<file path="src/rtl/packet_pkg.sv">
// Shared packet types and constants for the 4-port switch datapath.
package packet_pkg;

    localparam int NUM_PORTS = 4;
    localparam int DATA_W    = 8;

    typedef logic [1:0]        port_idx_t;
    typedef logic [3:0]        port_mask_t;
    typedef logic [DATA_W-1:0] data_t;

    // One packet as seen at the head of an ingress buffer.
    typedef struct packed {
        data_t      data;
        port_mask_t source;
        port_mask_t target;
    } pkt_t;

    // Occupancy of a single-entry output register.
    typedef enum logic {
        ST_EMPTY = 1'b0,
        ST_FULL  = 1'b1
    } out_state_t;

endpackage

</file>
<file path="src/rtl/rr_priority_picker.sv">
// Combinational round-robin picker: the first set request bit found when
// scanning from ptr upward (modulo 4) wins.
module rr_priority_picker
    import packet_pkg::*;
(
    input  port_mask_t req,
    input  port_idx_t  ptr,
    output port_mask_t winner,
    output port_idx_t  win_idx,
    output logic       any
);

    port_idx_t idx;

    // Scan ptr, ptr+1, ptr+2, ptr+3 and keep only the first hit.
    always_comb begin
        winner  = '0;
        win_idx = ptr;
        any     = 1'b0;
        idx     = ptr;
        for (int k = 0; k < NUM_PORTS; k++) begin
            idx = ptr + port_idx_t'(k);
            if (!any && req[idx]) begin
                any         = 1'b1;
                winner[idx] = 1'b1;
                win_idx     = idx;
            end
        end
    end

endmodule

</file>
<file path="src/rtl/switch_output_arbiter.sv">
// Per-egress round-robin arbiter with a single-entry valid/ready output register.
module switch_output_arbiter
    import packet_pkg::*;
#(
    parameter int PORT_ID = 0,
    parameter int CNT_W   = 16
) (
    input  logic                  clk,
    input  logic                  rst_n,
    input  logic [3:0]            req_valid,
    input  logic [3:0][7:0]       req_data,
    input  logic [3:0][3:0]       req_source,
    input  logic [3:0][3:0]       req_target,
    output logic [3:0]            grant,
    output logic                  out_valid,
    output logic [7:0]            out_data,
    output logic [3:0]            out_source,
    input  logic                  out_ready,
    output logic [1:0]            last_grant,
    output logic [CNT_W-1:0]      pkt_count
);

    out_state_t       state_reg, state_next;
    port_idx_t        ptr_reg;
    data_t            data_reg;
    port_mask_t       source_reg;
    port_idx_t        last_grant_reg;
    logic [CNT_W-1:0] pkt_count_reg;

    port_mask_t elig;
    port_mask_t winner;
    port_idx_t  win_idx;
    logic       any_elig;
    logic       load;
    logic       grant_fire;

    // A request is eligible only if its target mask includes this egress port.
    generate
        for (genvar gi = 0; gi < NUM_PORTS; gi++) begin : g_elig
            assign elig[gi] = req_valid[gi] && req_target[gi][PORT_ID];
        end
    endgenerate

    rr_priority_picker u_picker (
        .req     (elig),
        .ptr     (ptr_reg),
        .winner  (winner),
        .win_idx (win_idx),
        .any     (any_elig)
    );

    assign out_valid  = (state_reg == ST_FULL);
    assign load       = !out_valid || out_ready;
    // rst_n gates the pop so no ingress is drained while the block is held in reset.
    assign grant_fire = rst_n && load && any_elig;
    assign grant      = grant_fire ? winner : '0;

    assign out_data   = data_reg;
    assign out_source = source_reg;
    assign last_grant = last_grant_reg;
    assign pkt_count  = pkt_count_reg;

    // Output register occupancy state.
    always_ff @(posedge clk or negedge rst_n) begin
        if (!rst_n) begin
            state_reg <= ST_EMPTY;
        end else begin
            state_reg <= state_next;
        end
    end

    // Next occupancy: a grant always fills the register; a drain without a refill empties it.
    always_comb begin
        state_next = state_reg;
        case (state_reg)
            ST_EMPTY: begin
                if (grant_fire) begin
                    state_next = ST_FULL;
                end
            end
            ST_FULL: begin
                if (grant_fire) begin
                    state_next = ST_FULL;
                end else if (out_ready) begin
                    state_next = ST_EMPTY;
                end
            end
            default: state_next = ST_EMPTY;
        endcase
    end

    // Capture the winning packet and advance the fairness pointer past the winner.
    always_ff @(posedge clk or negedge rst_n) begin
        if (!rst_n) begin
            data_reg       <= '0;
            source_reg     <= '0;
            last_grant_reg <= '0;
            ptr_reg        <= '0;
        end else if (grant_fire) begin
            data_reg       <= req_data[win_idx];
            source_reg     <= req_source[win_idx];
            last_grant_reg <= win_idx;
            ptr_reg        <= win_idx + 2'd1;
        end
    end

    // Count packets accepted by the egress; wraps naturally at 2^CNT_W.
    always_ff @(posedge clk or negedge rst_n) begin
        if (!rst_n) begin
            pkt_count_reg <= '0;
        end else if (out_valid && out_ready) begin
            pkt_count_reg <= pkt_count_reg + CNT_W'(1);
        end
    end

endmodule

</file>
<file path="config.mk">
export PLATFORM = sky130hd
export DESIGN_NAME = switch_output_arbiter
export DESIGN_NICKNAME = d
export VERILOG_FILES = /design/src/rtl/packet_pkg.sv /design/src/rtl/rr_priority_picker.sv /design/src/rtl/switch_output_arbiter.sv
export SDC_FILE = /design/constraint.sdc
export NUM_CORES = 1
export LEC_CHECK = 0
export BUFFER_PORTS_ARGS = -buffer_cell sky130_fd_sc_hd__buf_4
export CAP_MARGIN = 0
export CELL_PAD_IN_SITES_DETAIL_PLACEMENT = 0
export CELL_PAD_IN_SITES_GLOBAL_PLACEMENT = 1
export CORE_MARGIN = 3
export CORE_UTILIZATION = 36
export DETAILED_ROUTE_END_ITERATION = 12
export PLACE_DENSITY_LB_ADDON = 0.1
export SYNTH_ARGS = -nofsm -noshare
export SYNTH_HDL_FRONTEND = slang
export SYNTH_SLANG_ARGS = --single-unit
</file>
<file path="constraint.sdc">
create_clock -name clk -period 4.45 [get_ports clk]
set_input_delay 0.6675 -clock clk [delete_from_list [all_inputs] [get_ports clk]]
set_output_delay 0.6675 -clock clk [all_outputs]
set_load 0.01 [all_outputs]
</file>
Word level (Yosys, flattened, before mapping)
Cells that the tools add are included.
{"block": "totals", "wordCells": 79, "regBits": 33}
{"block": "op_classes", "reduce_logical": 19, "addsub": 5, "order_cmp": 9, "bitwise_logic": 4, "n_mux": 36}
{"op": "4-bit two-way mux", "count": 6}
{"op": "16-bit by 1-bit adder with 16-bit output, second input constant", "count": 1}
{"op": "8-bit binary-select mux with 2-bit select", "count": 1}
{"op": "2-bit by 3-bit < comparator with 1-bit output, second input constant", "count": 5}
{"op": "1-bit two-way mux", "count": 15}
{"op": "1-bit logical AND", "count": 14}
{"op": "4-bit OR", "count": 3}
{"op": "1-bit binary-select mux with 2-bit select", "count": 4}
{"op": "4-bit binary-select mux with 2-bit select", "count": 1}
{"op": "1-bit demux with 2-bit select", "count": 4}
{"op": "2-bit by 1-bit greater-or-equal comparator with 1-bit output, second input constant", "count": 4}
{"op": "8-bit two-way mux", "count": 1}
{"op": "2-bit two-way mux", "count": 3}
{"op": "2-bit by 1-bit adder with 2-bit output, second input constant", "count": 2}
{"op": "2-bit adder, second input constant", "count": 2}
{"op": "1-bit logical NOT", "count": 4}
{"op": "1-bit one-hot mux with 2 select lines", "count": 1}
{"op": "1-bit logical OR", "count": 1}
{"op": "1-bit NOT", "count": 1}

Longest topological paths before layout
{"block": "depth", "word_depth": 16, "depth_mapped": 10}

Hierarchy
A second synthesis with hierarchy kept.
{"block": "unflattened", "hier_cells": 170, "area_unflattened_um2": 2172.1}
{"module": "switch_output_arbiter", "seq_area_each_um2": 825.8, "n_inst": 1, "cells_each": 122, "area_each_um2": 1767.9}
{"module": "rr_priority_picker", "seq_area_each_um2": 0.0, "n_inst": 1, "cells_each": 48, "area_each_um2": 404.1}

Least setup slack after synthesis
OpenSTA, ideal clock, no wires.
{"block": "synth_path", "path_type": "reg-to-output", "startpoint": "register ptr_reg[0]", "endpoint": "output grant[0]", "t_arrival_ps": 1950, "n_path_buf": 1, "required_ps": 3783, "stages_incl_launch_ff": 8, "path_slack_ps": 1832, "cell_sequence": "dfrtp_1 > buf_4 > inv_4 > ha_1 > mux4_2 > and3_1 > a222oi_1 > a21oi_1"}
{"block": "synth_between", "elab_chain_len": 14, "elab_cells_between_ends": 50}
{"element": "start: declaration", "line": "switch_output_arbiter.sv:24", "text": "port_idx_t ptr_reg;"}
{"element": "start signal: assignment", "line": "switch_output_arbiter.sv:103", "text": "ptr_reg <= win_idx + 2'd1;"}
{"element": "branches (longest 13 deep; another with 2-bit by 3-bit < comparator with 1-bit output)"}
{"element": "4-bit two-way mux *", "line": "switch_output_arbiter.sv:56", "text": "assign grant = grant_fire ? winner : '0;"}
{"element": "end: declaration", "line": "switch_output_arbiter.sv:14", "text": "output logic [3:0] grant,"}
Mark *: on every way between the ends. The select of a mux whose other input is x is not followed.

Worst setup path after layout
Same ends and word-level chain as after synthesis.

==> impl_metrics.toml <==
[outcome]
status = "finished clean"

[critical_path]
cp_max_fo = 13
cp.required_ns = 3.78
start_kind = "register"
end_kind = "primary output"
path_cells = "inv_4 -> ha_1 -> mux4_2 -> and3_1 -> a222oi_1 -> a21oi_1 -> buf_4"
worst_ep_arrival_time_ns = 2.72
slowest_stage = "dfrtp_1"
max_stage_delay_ns = 0.65
crit_type = "register to primary output"

[power_and_ir_drop]
ir_drop_mv = 0.303
p_leak_nw = 1.47
powerDensity_mw_per_mm2 = 575

[die]
std_cell_rows = 27
initial_core_util = 0.376
ios = 106
die_x_um = 82.3
core_area_mm2 = 0.00557
die_area_mm2 = 0.00678
fp.dieH_um = 82.3

[global_route]
grt_pass1_wl_um = 8570
grt_pass1_vias = 1889
grt_max_degree = 35
grt_usage = 0.163
overflow = 0
antenna_found_initial = 0

[timing]
fin_skew_ns = 0.00252
slew_headroom = 0.294
max_clock_freq_mhz = 296
finalCriticalPeriod_ns = 3.38
finalSetupViolCount = 0
worstMarginPinSlew_ns = 1.06
slew_viol_final = 0
fin_hold_ws_ns = 0.330
rsz0062_at_grt = "false"
period_share = 0.760
hold_viol = 0
finalSetupTns_ns = 0

[placement]
hpwl_um = 4070
place.gp.congestion = 0.774
portBuffers = 93
placedInstanceArea_mm2 = 0.00286

[finish]
fin_util = 0.526
n_antenna_cell = 0
syn_to_final_growth_pct = 39.7
fill_cells = 532
final_cell_mix = "95 x buf_4, 33 x dfrtp_1, 30 x nand2_1"
final_cell_area_mm2 = 0.00293
layout_commonest_cell = "buf_4"
nNetsFinal = 379
final_layout_size_suffix_gt1_frac = 0.369
largest_register_ffs = 16

[cts]
clock_latency_ns = 0.27
cts_made_buffers = 5
clk_path_buf_depth = 2
cts_sinks = 33
holdBufCountCts = 0
htreeDepth = 2
ctsResizeCount = 0
clk_pin_slew_ns = 0.06
cts_tree = "yes"
root_buffer = "clkbuf_8"
cts_post_setup_buffers_inserted = 0

[synthesis]
async_flop_share = 1.00
syn_avg_cell_area_um2 = 10.3
syn_area_mm2 = 0.00210
syn_nets = 284
synthFlopType = "dfrtp_1"
synth.distinct_cells = 39
yosysSeqAreaShare = 0.394
syn_inst = 204
yosysWarnings = 0
synth_edf_count = 0
ys_ff_latch = 33

[drt]
drt-vias-per-instance = 5.13
drc = 0
ant_nets = 0
dr.first_iter.drc_count = 81
wirelength_um = 5440
vias = 1898
first_pass_iters = 4
wl_per_cell_um = 14.7

[flow_run]
cap_violations = 0

[hold_path]
min_path_type = "primary input to async pin"
-- metrics by stage --
stage / cells / setup WS [ns] / total power (W)
global route: 370 / 0.817 / 0.00182
detailed placement: 364 / 1.26 / 0.00150
CTS: 370 / 1.09 / 0.00171
global placement: 364 / 1.26 / 0.00149
floorplan: 204 / 1.83 / 0.00120
finish: 370 / 1.07 / 0.00168
-- report_power, final --
group,switching (W),internal [W],total [W]
clock network,0.0000986,0.000103,0.000201
registers,0.0000971,0.000395,0.000492
logic,0.000487,0.000503,0.000990
total,0.000683,0.00100,0.00168
-- final timing paths --
| path | slack, ns | to | cells past startpoint | from |
|---|---|---|---|---|
| setup / recovery | 1.07 | grant[0] | 7 | ptr_reg[0] |
| hold / removal | 0.33 | out_data[2] | 1 | rst_n |
| setup reg to reg | 1.28 | out_source[3] | 7 | ptr_reg[0] |
| hold reg to reg | 0.49 | last_grant[1] | 2 | last_grant[1] |
| max in group asynchronous | 3.81 | out_data[3] | 1 | rst_n |
| min in group clk | 0.49 | last_grant[1] | 2 | last_grant[1] |
-- cell families after synthesis --
family,count (synthesis),share of synthesized area
flops,33,0.394
mux,28,0.147
compound gates,35,0.139
simple gates,69,0.151
xor+xnor,18,0.0841
fa+ha+maj,9,0.0537
buf+inv,12,0.0316
-- critical path: cells and delay by family, from the launching register on --
| kind | cells | cell delay, ns |
|---|---|---|
| simple gates | 1 | 0.22 |
| buf+inv | 2 | 0.33 |
| compound gates | 2 | 0.39 |
| fa+ha+maj | 1 | 0.46 |
| flops | 1 | 0.65 |
| mux | 1 | 0.39 |
-- layout make-up --
type	count	area (um^2)	share of cell area
Clock inverter	1	5.00	0.00171
Clock buffer	5	68.8	0.0235
Sequential cell	33	826	0.282
Timing Repair Buffer	95	713	0.243
Tap cell	72	90.1	0.0307
Inverter	5	21.3	0.00726
Multi-Input combinational cell	159	1210	0.412
-- metal layers --
| layer | track usage | wire [um] |
|---|---|---|
| met1 | 0.220 | 2470 |
| met2 | 0.256 | 2380 |
| met3 | 0.0401 | 530 |
| met4 | 0.0498 | 52 |
| met5 | 0 | 0 |
-- cells in the mapped netlist (2+ instances only) --
cell type | n | share of area
mux4_2 | 2 | 0.021
nor3_1 | 2 | 0.0048
ha_1 | 9 | 0.054
mux2_2 | 2 | 0.011
a222oi_1 | 4 | 0.019
buf_6 | 2 | 0.011
and3_1 | 4 | 0.012
nand3_1 | 7 | 0.017
o21ai_0 | 3 | 0.0072
xnor2_1 | 9 | 0.038
mux2i_1 | 24 | 0.11
clkbuf_1 | 4 | 0.0072
and2_1 | 5 | 0.015
nand4_1 | 5 | 0.015
nand2b_1 | 3 | 0.0089
o311ai_0 | 2 | 0.0083
nand2_1 | 30 | 0.054
a21oi_1 | 4 | 0.0095
xor2_1 | 8 | 0.033
nor2_1 | 11 | 0.020
inv_1 | 3 | 0.0054
o221ai_1 | 12 | 0.050
dfrtp_1 | 33 | 0.39
(Power assumes the default switching activity.)
